`src/rtl/ifns_pkg.sv`:
```
// ifns_pkg: shared definitions for the multi-cycle IFNS decoder.
//   fib_weight(i)        - Fibonacci weight F(i), F(1)=F(2)=1. Returned
//                          FIB_W wide; callers truncate to their ACC_W.
//                          Sums are taken modulo 2^ACC_W, so the
//                          truncation is exact.
//   num_groups(cw, dpc)  - ceil(cw/dpc), the number of digit groups.
//   ifns_dec_state_t     - decoder FSM states.
package ifns_pkg;

  localparam int unsigned FIB_W = 64;

  typedef enum logic [1:0] {
    IDLE,
    BUSY,
    DONE
  } ifns_dec_state_t;

  function automatic logic [FIB_W-1:0] fib_weight(input int unsigned i);
    logic [FIB_W-1:0] f_prev;
    logic [FIB_W-1:0] f_cur;
    logic [FIB_W-1:0] f_tmp;
    f_prev = '0;          // F(0)
    f_cur  = FIB_W'(1);   // F(1)
    if (i == 0) return '0;
    for (int unsigned n = 2; n <= i; n++) begin
      f_tmp  = f_cur + f_prev;
      f_prev = f_cur;
      f_cur  = f_tmp;
    end
    return f_cur;
  endfunction

  function automatic int unsigned num_groups(input int unsigned code_w,
                                             input int unsigned dpc);
    return (code_w + dpc - 1) / dpc;
  endfunction

endpackage

```
`src/rtl/ifns_group_sum.sv`:
```
// ifns_group_sum: combinational weighted sum of one group of
// DIGITS_PER_CYC Fibonacci digits.
//   code_q [CODE_W:1]  captured codeword, bit i has weight F(i)
//   grp    [GRP_W-1:0] group index k; digits k*DPC+1 .. (k+1)*DPC
//   sum    [ACC_W-1:0] sum of code_q[i]*F(i) over the group
module ifns_group_sum
  import ifns_pkg::*;
#(
  parameter int unsigned CODE_W         = 33,
  parameter int unsigned DIGITS_PER_CYC = 4,
  parameter int unsigned ACC_W          = 25,
  parameter int unsigned GRP_W          = 4
) (
  input  logic [CODE_W:1]   code_q,
  input  logic [GRP_W-1:0]  grp,
  output logic [ACC_W-1:0]  sum
);

  localparam int unsigned NGRP  = num_groups(CODE_W, DIGITS_PER_CYC);
  localparam int unsigned PAD_W = NGRP * DIGITS_PER_CYC;
  localparam int unsigned IDX_W = (PAD_W > 1) ? $clog2(PAD_W) : 1;

  // Codeword zero-padded to a whole number of groups; pad digits and
  // their weights are zero so the last (short) group needs no special case.
  logic [PAD_W-1:0] code_pad;
  logic [ACC_W-1:0] wtab [PAD_W];
  logic [ACC_W-1:0] slot;

  assign code_pad = PAD_W'(code_q);

  for (genvar p = 0; p < PAD_W; p++) begin : g_wtab
    if (p < CODE_W) begin : g_live
      assign wtab[p] = ACC_W'(fib_weight(p + 1));
    end else begin : g_pad
      assign wtab[p] = '0;
    end
  end

  // One adder per digit slot: each slot picks its digit/weight for the
  // active group with an AND-OR mux, then the DPC slot values are summed.
  always_comb begin
    sum  = '0;
    slot = '0;
    for (int unsigned j = 0; j < DIGITS_PER_CYC; j++) begin
      slot = '0;
      for (int unsigned g = 0; g < NGRP; g++) begin
        if ((grp == GRP_W'(g)) && code_pad[IDX_W'(g * DIGITS_PER_CYC + j)]) begin
          slot = slot | wtab[IDX_W'(g * DIGITS_PER_CYC + j)];
        end
      end
      sum = sum + slot;
    end
  end

endmodule

```
`src/rtl/ifns_decoder_mc.sv`:
```
// ifns_decoder_mc: multi-cycle Fibonacci-numeral-system (IFNS) decoder for
// the receive side of a CAC bus link. A codeword is accepted in IDLE, its
// digits are accumulated DIGITS_PER_CYC at a time (LSB group first) in BUSY,
// and the result is presented in DONE until the consumer takes it.
//   clock      rising-edge clock
//   rst_n      asynchronous active-low reset
//   in_valid   codein valid
//   in_ready   decoder can accept a codeword (IDLE and out of reset)
//   codein     codeword [CODE_W:1], bit i weight F(i)
//   out_valid  dataout holds a decoded word
//   out_ready  consumer accepts dataout
//   dataout    decoded value modulo 2^DATA_W
//   err        (only with IFNS_DEC_ERR_CHECK_EN) full sum >= 2^DATA_W
// Optional build macro: IFNS_DEC_ERR_CHECK_EN adds the err output.
module ifns_decoder_mc
  import ifns_pkg::*;
#(
  parameter int unsigned CODE_W         = 33,
  parameter int unsigned DATA_W         = 23,
  parameter int unsigned DIGITS_PER_CYC = 4
) (
  input  logic              clock,
  input  logic              rst_n,
  input  logic              in_valid,
  output logic              in_ready,
  input  logic [CODE_W:1]   codein,
  output logic              out_valid,
  input  logic              out_ready,
  output logic [DATA_W-1:0] dataout
`ifdef IFNS_DEC_ERR_CHECK_EN
  ,
  output logic              err
`endif
);

  localparam int unsigned ACC_W = DATA_W + 2;
  localparam int unsigned NGRP  = num_groups(CODE_W, DIGITS_PER_CYC);
  localparam int unsigned GRP_W = (NGRP > 1) ? $clog2(NGRP) : 1;
  localparam logic [GRP_W-1:0] LAST_GRP = GRP_W'(NGRP - 1);

  ifns_dec_state_t  state;
  ifns_dec_state_t  state_d;
  logic [CODE_W:1]  code_q;
  logic [ACC_W-1:0] acc;
  logic [ACC_W-1:0] grp_sum;
  logic [ACC_W-1:0] acc_next;
  logic [GRP_W-1:0] grp;
  logic             accept;
  logic             deliver;
  logic             last_grp;

  // in_ready is gated by rst_n so it reads 0 for the whole reset window.
  assign in_ready = rst_n && (state == IDLE);
  assign accept   = in_valid && in_ready;
  assign deliver  = out_valid && out_ready;
  assign last_grp = (grp == LAST_GRP);
  assign acc_next = acc + grp_sum;

  ifns_group_sum #(
    .CODE_W         (CODE_W),
    .DIGITS_PER_CYC (DIGITS_PER_CYC),
    .ACC_W          (ACC_W),
    .GRP_W          (GRP_W)
  ) u_group_sum (
    .code_q (code_q),
    .grp    (grp),
    .sum    (grp_sum)
  );

  always_ff @(posedge clock or negedge rst_n) begin
    if (!rst_n) state <= IDLE;
    else        state <= state_d;
  end

  always_comb begin
    state_d = state;
    unique case (state)
      IDLE:    if (accept)   state_d = BUSY;
      BUSY:    if (last_grp) state_d = DONE;
      DONE:    if (deliver)  state_d = IDLE;
      default: state_d = IDLE;
    endcase
  end

  always_ff @(posedge clock or negedge rst_n) begin
    if (!rst_n) begin
      code_q    <= '0;
      acc       <= '0;
      grp       <= '0;
      dataout   <= '0;
      out_valid <= 1'b0;
`ifdef IFNS_DEC_ERR_CHECK_EN
      err       <= 1'b0;
`endif
    end else begin
      unique case (state)
        IDLE: begin
          if (accept) begin
            code_q <= codein;
            acc    <= '0;
            grp    <= '0;
          end
        end
        BUSY: begin
          acc <= acc_next;
          grp <= grp + 1'b1;
          // Final group: publish the completed sum on this same edge.
          if (last_grp) begin
            dataout   <= acc_next[DATA_W-1:0];
            out_valid <= 1'b1;
`ifdef IFNS_DEC_ERR_CHECK_EN
            err       <= |acc_next[ACC_W-1:DATA_W];
`endif
          end
        end
        DONE: begin
          if (deliver) out_valid <= 1'b0;
        end
        default: ;
      endcase
    end
  end

`ifndef IFNS_DEC_ERR_CHECK_EN
  logic unused_acc_hi;
  assign unused_acc_hi = ^acc_next[ACC_W-1:DATA_W];
`endif

endmodule

```
`config.mk`:
```
export PLATFORM = sky130hd
export DESIGN_NAME = ifns_decoder_mc
export DESIGN_NICKNAME = d
export VERILOG_FILES = /design/src/rtl/ifns_pkg.sv /design/src/rtl/ifns_group_sum.sv /design/src/rtl/ifns_decoder_mc.sv
export SDC_FILE = /design/constraint.sdc
export NUM_CORES = 1
export LEC_CHECK = 0
export BUFFER_PORTS_ARGS = -buffer_cell sky130_fd_sc_hd__buf_4
export CAP_MARGIN = 20
export CORE_UTILIZATION = 36
export DETAILED_ROUTE_END_ITERATION = 8
export PLACE_DENSITY_LB_ADDON = 0.3
export SYNTH_ARGS = -nofsm -noshare
export SYNTH_HDL_FRONTEND = slang
export SYNTH_HIERARCHICAL = 1
export SYNTH_SLANG_ARGS = --single-unit
export TNS_END_PERCENT = 5
```
`constraint.sdc`:
```
create_clock -name clock -period 7.95 [get_ports clock]
set_input_delay 0.3975 -clock clock [delete_from_list [all_inputs] [get_ports clock]]
set_output_delay 0.3975 -clock clock [all_outputs]
set_load 0.01 [all_outputs]
```
; After elaboration in Yosys (flattened, before gate mapping)
; Index checks and enable logic that the tools add are counted.
[word_totals]
word_cells = 113
latch_bits = 0
mem_bits_rw = 0
in_bits = 37
n_memories = 0
romBits = 0
register_bits = 88
output_inout_bits = 25
[op_classes]
addsub = 5
n_mux = 44
multipliers = 0
shift = 0
n_eq_ne = 13
reduce_logical = 45
order_cmp = 0
bitwise_logic = 0
div = 0
[op_table]
columns = operator, count
row1 = adder 25 bit, 4
row2 = one-hot mux 25 bit (2 select lines), 1
row3 = 2-to-1 mux 22 bit, 2
row4 = 2-to-1 mux 19 bit, 2
row5 = logical AND 1 bit, 36
row6 = 2-to-1 mux 17 bit, 2
row7 = 2-to-1 mux 15 bit, 2
row8 = 2-to-1 mux 13 bit, 2
row9 = 2-to-1 mux 25 bit, 1
row10 = 2-to-1 mux 21 bit, 1
row11 = 2-to-1 mux 10 bit, 2
row12 = 2-to-1 mux 20 bit, 1
row13 = 2-to-1 mux 18 bit, 1
row14 = equality test 4 x 3 -> 1 bit (second input constant), 4
row15 = 2-to-1 mux 16 bit, 1
row16 = 2-to-1 mux 8 bit, 2
row17 = 2-to-1 mux 14 bit, 1
row18 = 2-to-1 mux 12 bit, 1
row19 = 2-to-1 mux 4 bit, 3
row20 = 2-to-1 mux 6 bit, 2
row21 = 2-to-1 mux 11 bit, 1
row22 = 2-to-1 mux 2 bit, 5
row23 = 2-to-1 mux 9 bit, 1
row24 = equality test 4 x 2 -> 1 bit (second input constant), 2
row25 = other kinds (18), 27

; Depth between registers and ports, before layout
; Gate-level depths: netlist of run 1.
[depth]
word_depth = 16
mapped_depth = 27
depth_no_buf = 26

; By module
; Netlist of run 1, hierarchy kept.
[by_module_without_submodules]
columns = module, cells_per_inst, n_inst, seq_area_each_um2, area_each_um2
row1 = ifns_decoder_mc, 510, 1, 2152.1, 4540.6
row2 = ifns_group_sum, 375, 1, 0.0, 2765.2

; Worst setup path before layout of run 1
; Ideal clock, no wire load.
[synth_path]
path_type = reg2reg
from = register grp[1]
to = register acc[22]
setup_time_ns = 0.120
t_arrival_ns = 5.501
required_time_ns = 7.830
n_path_buf = 2
path_slack_ns = 2.330
synth_period_minus_slack_ns = 5.620
path_stages_with_launch = 25
path_cell_list = dfrtp_1 -> buf_2 -> buf_2 -> nor4_1 -> a21oi_1 -> fa_1 -> inv_1 -> fa_1 -> ha_1 -> inv_1 -> fa_1 -> nand2b_1 -> a21o_1 -> a21oi_2 -> o21a_1 -> nor2_1 -> xnor2_1 -> ha_1 -> nand4_2 -> or3_4 -> nand3b_4 -> o211ai_2 -> nor3_2 -> or2_0 -> a31o_1
[synth_via]
elab_chain_len = 16
word_cells_on_any_way = 80
classes_between = 4 x add/sub / 8 x eq/ne / 34 x mux / 34 x reduce/logical
[synth_rtl]
columns = item, line_no
row1 = start: declaration, ifns_decoder_mc.sv:47  ; logic [GRP_W-1:0] grp;
row2 = start signal: assignment, ifns_decoder_mc.sv:106  ; grp <= grp + 1'b1;
row3 = logical NOT 4 bit, ifns_group_sum.sv:47  ; if ((grp == GRP_W'(g)) && code_pad[IDX_W'(g * DIGITS_PER_CYC + j)]) begin
row4 = logical AND 1 bit, ifns_group_sum.sv:47
row5 = 2-to-1 mux 1 bit, ifns_group_sum.sv:47
row6 = 2-to-1 mux 3 bit, ifns_group_sum.sv:47
row7 = 2-to-1 mux 6 bit, ifns_group_sum.sv:47
row8 = 2-to-1 mux 8 bit, ifns_group_sum.sv:47
row9 = 2-to-1 mux 11 bit, ifns_group_sum.sv:47
row10 = 2-to-1 mux 14 bit, ifns_group_sum.sv:47
row11 = 2-to-1 mux 17 bit, ifns_group_sum.sv:47
row12 = 2-to-1 mux 19 bit, ifns_group_sum.sv:47
row13 = 2-to-1 mux 22 bit, ifns_group_sum.sv:47
row14 = adder 25 bit (2 in a row), ifns_group_sum.sv:51  ; sum = sum + slot;
row15 = adder 25 bit *, ifns_group_sum.sv:51
row16 = named net grp_sum[19], ifns_decoder_mc.sv:45  ; logic [ACC_W-1:0] grp_sum;
row17 = adder 25 bit *, ifns_decoder_mc.sv:57  ; assign acc_next = acc + grp_sum;
row18 = one-hot mux 25 bit (2 select lines) *, ifns_decoder_mc.sv:96  ; unique case (state)
row19 = end signal: assignment, ifns_decoder_mc.sv:105  ; acc <= acc_next;
row20 = end: declaration, ifns_decoder_mc.sv:44  ; logic [ACC_W-1:0] acc;
; The timed path passes the listed nets; every way through them passes the cells marked *.
; A chain may end at the register's enable or synchronous reset.

; Worst setup path after layout of run 1
[layout_path]
from = register grp[2]
to = register acc[22]
; Same word-level chain as after synthesis.

==> impl_metrics.ini, run 1 <==
[grt]
grt_pass1_vias = 6028
antenna_found_initial = 0
grt_max_degree = 70
grt_pass1_wl_mm = 30.4
track_usage = 0.189
grt_overflow = 0

[logic_synthesis]
synthCells = 875
syn_area_sq_um = 7230
avgSynthCellArea_sq_um = 8.26
synth_nets = 999
ys_warn_count = 6

[flow_run]
cap_viol_max_count = 0

[placement]
place.gp.congestion = 0.893
post_dp_cell_area_sq_um = 7890
portBuffers = 61
preCtsSetupSlack_ps = 1360
dp_cells = 1175
dp_hpwl_mm = 14.2

[hold_path]
hold_class = in -> reg

[floorplanning]
initial_core_util = 0.369
core_sq_um = 19600
io_pins = 62
die_x_um = 144
num_rows = 51
dieArea_sq_um = 20700
fp.dieH_um = 144

[layout]
finalInstanceArea_sq_um = 8190
drive_above_1_share = 0.119
fin_cells = 1192
area_growth_pct = 13.3
final_nets = 1046
n_fill_cell = 2015
antenna_cells = 0

[power_and_ir_drop]
p_leak_nw = 4.22
power_density_nw_per_um2 = 498
finalPower_mw = 4.08
vdd_drop_max_mv = 0.288

[route]
first_pass_iters = 5
detail-route-antenna-nets = 0
first_iter_violations = 488
wirelength_mm = 18.2
drc = 0
avgRoutedWirePerCell_um = 15.3
vias = 6181
via_per_inst = 5.19

[sta]
fin_crit_sh = 0.839
fmax_ghz = 0.150
fin_skew_ps = 11.7
finalSetupViolCount = 0
hold_viol = 0
grt_setup_unrepaired = no
fin_ws_ps = 1280
tightest_slew_ps = 885
max-slew-margin-rel = 0.410
setup_tns_ps = 0
period_minus_slack_ps = 6670
slew_viol_final = 0

[status]
status = finished, final reports clean

[cts]
path_clk_slew_ps = 70
numCtsBuffers = 9
cts-root-buf = clkbuf_16
clock_latency_ps = 360
clock-sinks = 86
tritoncts = done
holdBufCountCts = 1
clockBufferDepth = 2
postCtsSetupRepairBufs = 0
htreeDepth = 3
cts-resized-gates = 0

[worst_setup_path]
critical_path_arrival_ps = 6920
worstPathRequired_ps = 8200
crit_fanout = 18
path_class = reg -> reg
start_kind = flip-flop
worstSetupEndpointType = flip-flop
registers in the layout (all words and copies together), names as in the netlist:
name,count
code_q,33
acc,23
dataout,23
grp,4
state,2
out_valid,1
path summary, 6_finish.rpt:
kind,startpoint,cells after the start,endpoint,slack (ps)
max,grp[2]$_DFFE_PN0P_,24,acc[22]$_DFFE_PN0P_,1280
min in group asynchronous,rst_n,2,code_q[33]$_DFFE_PN0P_,440
min,codein[2],3,code_q[2]$_DFFE_PN0P_,230
min reg2reg,code_q[30]$_DFFE_PN0P_,2,code_q[30]$_DFFE_PN0P_,480
max in group asynchronous,rst_n,3,dataout[20]$_DFFE_PN0P_,6340
max reg2reg,grp[2]$_DFFE_PN0P_,24,acc[22]$_DFFE_PN0P_,1280
where the power goes:
group | switching (mW) | leakage, nW | total [mW] | internal, mW
registers | 0.189 | 1.09 | 0.844 | 0.655
logic | 1.68 | 2.98 | 2.82 | 1.13
clock network | 0.193 | 0.146 | 0.419 | 0.227
total | 2.06 | 4.22 | 4.08 | 2.01
per-stage QoR:
step,utilization,hold slack (ps)
2_1_floorplan,-,102
6_report,0.418,227
5_1_grt,0.418,227
3_3_place_gp,0.403,294
4_1_cts,0.418,218
3_5_place_dp,0.403,293
layout by cell type, fill, tap and decap left out, types with 12 or more instances in the layout:
| cell type | count |
|---|---|
| nand2_1 | 211 |
| dfrtp_1 | 86 |
| inv_1 | 72 |
| buf_4 | 66 |
| ha_1 | 51 |
| o21ai_0 | 48 |
| a21oi_1 | 45 |
| nor2_1 | 42 |
| fa_1 | 36 |
| nand3_1 | 31 |
| xnor2_1 | 21 |
| a21o_1 | 18 |
| nand2b_1 | 12 |
| and3_1 | 12 |
worst max-delay path, cell delays in order (launching register included):
cell	delay (ps)
dfrtp_1	660
nor2b_1	630
nand3_1	340
nand2_1	230
a21oi_1	90
fa_1	560
inv_1	60
fa_1	540
ha_1	160
inv_1	50
fa_1	390
nand2b_1	190
a21o_1	190
a21oi_2	210
o21a_1	190
nor2_1	90
xnor2_1	130
ha_1	380
a21oi_1	290
o21bai_1	90
a21oi_1	240
o21ai_0	180
o21a_1	230
or2_0	220
a31o_1	210
area by class of cell:
class | instances | area [sq um] | share of cell area
Timing Repair Buffer | 67 | 505 | 0.0617
Inverter | 72 | 270 | 0.0330
Multi-Input combinational cell | 686 | 4640 | 0.567
Clock buffer | 10 | 239 | 0.0292
Clock inverter | 6 | 51.3 | 0.00626
Sequential cell | 86 | 2150 | 0.263
Tap cell | 265 | 332 | 0.0405
per-layer routing:
metal,GRT usage,routed length (um)
met1,0.261,8690
met2,0.299,8370
met3,0.0317,797
met4,0.0588,324
met5,0,0
Note: power is estimated with default switching activity, not from simulation.
==> run 2, diff against run 1 <==
==> constraint.sdc (replaced) <==
create_clock -name clock -period 6.3 [get_ports clock]
set_input_delay 0.315 -clock clock [delete_from_list [all_inputs] [get_ports clock]]
set_output_delay 0.315 -clock clock [all_outputs]
set_load 0.01 [all_outputs]
==> run 2 against run 1 <==
Against the previous run: worst setup slack got worse by 1000 ps; non-clock buffer count rose by 20; sequential share of layout area fell by 0.54 points; fmax rose by 11%; via count rose by 0.45%; clock skew fell by 1.5 ps; critical path depth fell by 3; utilization rose by 0.92 points; sequential power rose by 22%; largest cell class unchanged.
==> impl_metrics.ini, run 2 (synthesis gave the netlist of run 1 again) <==
[worst_setup_path]
path_cells = nand2b_1, nor3_1, nand2_1, and3_1, fa_1, fa_1, fa_1, nand2b_1, a21o_1, a21oi_2, o21a_1, nor2_1, xnor2_1, ha_1, a21oi_1, o21bai_1, a21oi_1, o21ai_0, o21a_1, or2_0, a31o_1
crit_fanout = 9
path_class = reg -> reg
start_kind = flip-flop
critical_path_arrival_ps = 6280
worstSetupEndpointType = flip-flop
worstPathRequired_ps = 6550
timing.critical_path.mode_cell = fa_1
slowest_stage = fa_1
max_stage_delay_ps = 540

[grt]
grt_pass1_wl_mm = 30.3
antenna_found_initial = 0
grt_pass1_vias = 5929
track_usage = 0.191
grt_overflow = 0
grt_max_degree = 65

[placement]
portBuffers = 61
place.gp.congestion = 0.906
post_dp_cell_area_sq_um = 8040
dp_cells = 1195
dp_hpwl_mm = 14.6

[hold_path]
hold_class = in -> reg

[power_and_ir_drop]
power_density_nw_per_um2 = 629
finalPower_mw = 5.26
p_leak_nw = 4.33
vdd_drop_max_mv = 0.376

[route]
maxUsedRoutingLayer = met4
wirelength_mm = 18.7
via_per_inst = 5.12
dr_wl_met2_mm = 8.82
drc = 0
detail-route-antenna-nets = 0
drt-met1-wl_mm = 8.71
first_iter_violations = 353
vias = 6209
routed-wl-met3_um = 859
first_pass_iters = 4
avgRoutedWirePerCell_um = 15.4

[layout]
largest-register = code_q
area_growth_pct = 15.8
antenna_cells = 0
final_nets = 1066
fin_cells = 1212
final_common_cell = nand2_1
layout_common_cells = nand2_1, buf_4, dfrtp_1, inv_1, ha_1
finalInstanceArea_sq_um = 8370
largest_reg_flops = 33
drive_above_1_share = 0.145
largestRegisters = code_q: 33 flops, acc: 23 flops, dataout: 23 flops

[sta]
hold_viol = 0
fin_skew_ps = 10.3
finalSetupViolCount = 0
max-slew-margin-rel = 0.436
whs_ps = 142
fin_crit_sh = 0.957
tightest_slew_ps = 846
fmax_ghz = 0.166
slew_viol_final = 0
period_minus_slack_ps = 6030

[cts]
clock-sinks = 86
tritoncts = done
clockBufferDepth = 2
numCtsBuffers = 9
postCtsSetupRepairBufs = 0
path_clk_slew_ps = 70
cts-root-buf = clkbuf_16
clock_latency_ps = 360
htreeDepth = 3

[status]
status = finished, final reports clean

[floorplanning]
fp.dieH_um = 144
num_rows = 51
die_x_um = 144
dieArea_sq_um = 20700
core_sq_um = 19600
io_pins = 62
initial_core_util = 0.369

[flow_run]
cap_viol_max_count = 0
## run 2: changes by cell type in the layout (fill, tap and decap cells not counted), moves of 2 or more
cell	delta
dfrtp_1	-2
dfrtp_2	+2
buf_4	+20
nor3_1	-2
## run 2: power breakdown
group | internal (mW) | switching, mW
clock | 0.285 | 0.248
sequential | 0.828 | 0.206
combinational | 1.49 | 2.21
## run 2: cell type report
cell class	instances	area (sq um)
multi-input combinational	686	4670
timing repair buffer	87	656
inverter	72	270
clock buffer	10	239
tap	265	332
fill	2002	11200
clock inverter	6	51.3
sequential	86	2150
## run 2: per-layer routing
| layer | vias up | global-route usage |
|---|---|---|
| met2 | 148 | 0.307 |
| li1 | 3101 | - |
| met3 | 19 | 0.0370 |
| met5 | - | 0 |
| met1 | 2941 | 0.258 |
| met4 | 0 | 0.0599 |
## run 2: path summary, 6_finish.rpt
kind | start | endpoint | slack (ps) | cells past startpoint
worst max-delay path | grp[3]$_DFFE_PN0P_ | acc[22]$_DFFE_PN0P_ | 270 | 21
worst min-delay path | codein[31] | code_q[31]$_DFFE_PN0P_ | 140 | 3
worst max register to register | grp[3]$_DFFE_PN0P_ | acc[22]$_DFFE_PN0P_ | 270 | 21
worst min register to register | code_q[30]$_DFFE_PN0P_ | code_q[30]$_DFFE_PN0P_ | 480 | 2
max in group asynchronous | rst_n | acc[18]$_DFFE_PN0P_ | 4750 | 3
min in group asynchronous | rst_n | code_q[33]$_DFFE_PN0P_ | 390 | 2
## run 2: timing repair
item                                    CTS  global route
endpoints found under the setup margin    0             8
gates resized for setup                   0             8
hold buffers                              1             0
endpoints found under the hold margin    22             0
## run 2: worst max-delay path: cells and delay by family, from the launching register on
family | cells | cell delay, ps
flops | 1 | 470
xor+xnor | 1 | 190
compound gates | 9 | 1800
simple gates | 7 | 1580
fa+ha+maj | 4 | 1860
## run 2: through the flow
stage	TNS (ps)	worst slack [ps]	util
after global routing	-2.82	-2.82	0.427
after detailed placement	0	248	0.411
after global placement	0	310	0.411
after floorplan	0	699	-
after CTS	0	195	0.426
final	0	272	0.427
==> run 3, diff against run 2 <==
--- a/config.mk
+++ b/config.mk
@@ -7,7 +7,7 @@
 export LEC_CHECK = 0
 export BUFFER_PORTS_ARGS = -buffer_cell sky130_fd_sc_hd__buf_4
 export CAP_MARGIN = 20
-export CORE_UTILIZATION = 36
+export CORE_UTILIZATION = 25
 export DETAILED_ROUTE_END_ITERATION = 8
 export PLACE_DENSITY_LB_ADDON = 0.3
 export SYNTH_ARGS = -nofsm -noshare
==> run 3 against run 2 <==
Against the previous run: utilization down 12 points; final area up 2.0%; register-to-register slack improved by 70 ps; hold slack gained 2.2 ps; highest routed layer unchanged; global-route usage fell by 5.0 points; fmax rose by 1.2%; combinational power is essentially flat.
==> impl_metrics.ini, run 3 (synthesis gave the netlist of run 1 again) <==
[status]
status = finished, final reports clean

[sta]
tightest_slew_ps = 756
period_minus_slack_ps = 5960
fin_ws_ps = 341
hold_viol = 0
slew_viol_final = 0
fmax_ghz = 0.168
finalSetupViolCount = 0
fin_skew_ps = 11.9
fin_crit_sh = 0.946
max-slew-margin-rel = 0.483
grt_setup_unrepaired = no
setup_tns_ps = 0

[placement]
dp_hpwl_mm = 15.4
portBuffers = 61
place.gp.congestion = 0.903
post_dp_cell_area_sq_um = 8160
dp_cells = 1305
preCtsSetupSlack_ps = 210

[route]
wirelength_mm = 19.6
detail-route-antenna-nets = 0
avgRoutedWirePerCell_um = 14.8
via_per_inst = 4.64
first_iter_violations = 411
vias = 6133
first_pass_iters = 5
drc = 0

[layout]
layout_common_cells = nand2_1, dfrtp_1, buf_4, inv_1, ha_1
final_common_cell = nand2_1
largest_reg_flops = 33
finalInstanceArea_sq_um = 8540
utilization = 0.304
largest-register = code_q
n_fill_cell = 3036
area_growth_pct = 18.1
final_nets = 1064
antenna_cells = 0
fin_cells = 1323
largestRegisters = code_q: 33 flops, acc: 23 flops, dataout: 23 flops
drive_above_1_share = 0.145

[flow_run]
cap_viol_max_count = 0

[worst_setup_path]
crit_fanout = 9
start_kind = flip-flop
r2r_cells = 24
path_class = reg -> reg
worstSetupEndpointType = flip-flop
worstPathRequired_ps = 6550
startpoint = grp[1]$_DFFE_PN0P_
regToRegStartpoint = grp[1]$_DFFE_PN0P_
critical_path_arrival_ps = 6210

[floorplanning]
initial_core_util = 0.257
die_x_um = 172
core_sq_um = 28100
io_pins = 62
fp.dieH_um = 172
num_rows = 61
dieArea_sq_um = 29600

[cts]
path_clk_slew_ps = 70
clock-sinks = 86
clockBufferDepth = 2
clock_latency_ps = 360
cts-root-buf = clkbuf_16
htreeDepth = 3
numCtsBuffers = 9
tritoncts = done
postCtsSetupRepairBufs = 0

[power_and_ir_drop]
swShare = 0.500
p_comb_frac = 0.695
power.internal_mw = 2.65
p_clk_frac = 0.110
p_leak_nw = 4.33
power_frac_seq = 0.196
power.switching_mw = 2.64
vdd_drop_max_mv = 0.275
power_density_nw_per_um2 = 619

[hold_path]
worstHoldStart = codein[6]
worstHoldPathCells = 3
hold_class = in -> reg

[grt]
grt_pass1_wl_mm = 32.5
track_usage = 0.141
antenna_found_initial = 0
grt_max_degree = 54
grt_overflow = 0
grt_pass1_vias = 6118
## run 3: power by group through the flow
stage / combinational [mW] / sequential (mW) / clock [mW]
floorplan: 2.85 / 1.00 / 0
global route: 4.20 / 1.07 / 0.618
CTS: 3.78 / 1.04 / 0.599
global placement: 3.73 / 1.04 / 0
detailed placement: 3.76 / 1.05 / 0
finish: 3.67 / 1.03 / 0.580
## run 3: final cells by class
cell class                      count  area [sq um]  share of cell area
Clock buffer                       11           253              0.0296
Clock inverter                      5          65.1             0.00762
Inverter                           72           270              0.0316
Multi-Input combinational cell    686          4670               0.547
Sequential cell                    86          2150               0.252
Tap cell                          378           473              0.0554
Timing Repair Buffer               85           653              0.0765
## run 3: path summary, 6_finish.rpt
kind                                          end  slack, ps
max                           acc[22]$_DFFE_PN0P_        340
min                         code_q[6]$_DFFE_PN0P_        140
max reg2reg                   acc[22]$_DFFE_PN0P_        340
min reg2reg                dataout[6]$_DFFE_PN0P_        480
max in group asynchronous      grp[0]$_DFFE_PN0P_       4720
min in group asynchronous  dataout[1]$_DFFE_PN0P_        470
## run 3: through the flow
stage / hold WS (ps) / power, mW
3_5_place_dp: 325 / 4.81
3_3_place_gp: 323 / 4.78
6_report: 145 / 5.29
4_1_cts: 134 / 5.42
5_1_grt: 144 / 5.89
2_1_floorplan: 19.4 / 3.85
## run 3: what timing repair did
| item | in CTS | in global routing |
|---|---|---|
| hold endpoints to repair | 36 | 0 |
| endpoints found under the setup margin | 0 | 4 |
| hold buffers | 1 | 0 |
| resized for setup | 0 | 10 |
## run 3: metal layers
metal | up-vias | wire (um) | global-route usage
met5 | - | 0 | 0
met4 | 0 | 357 | 0.0427
met3 | 25 | 690 | 0.0222
met2 | 149 | 8510 | 0.216
met1 | 2860 | 10100 | 0.201
li1 | 3099 | - | -
## run 3: worst max-delay path, stage by stage, from the launching register on
cell      delay [ps]
dfrtp_1          480
buf_4            210
nor2b_2          170
nand3_1          120
nand2_1          130
a221o_1          320
fa_1             560
inv_1             60
fa_1             520
inv_1             40
ha_1             370
a21o_1           190
a21oi_1          250
a211oi_2         150
o211ai_1         300
mux2i_1          220
nor2_1            80
ha_1             340
nand4_2          160
or3_4            420
nand3b_4         160
o211ai_2         110
nor3_2            70
or2_0            210
a31o_1           220
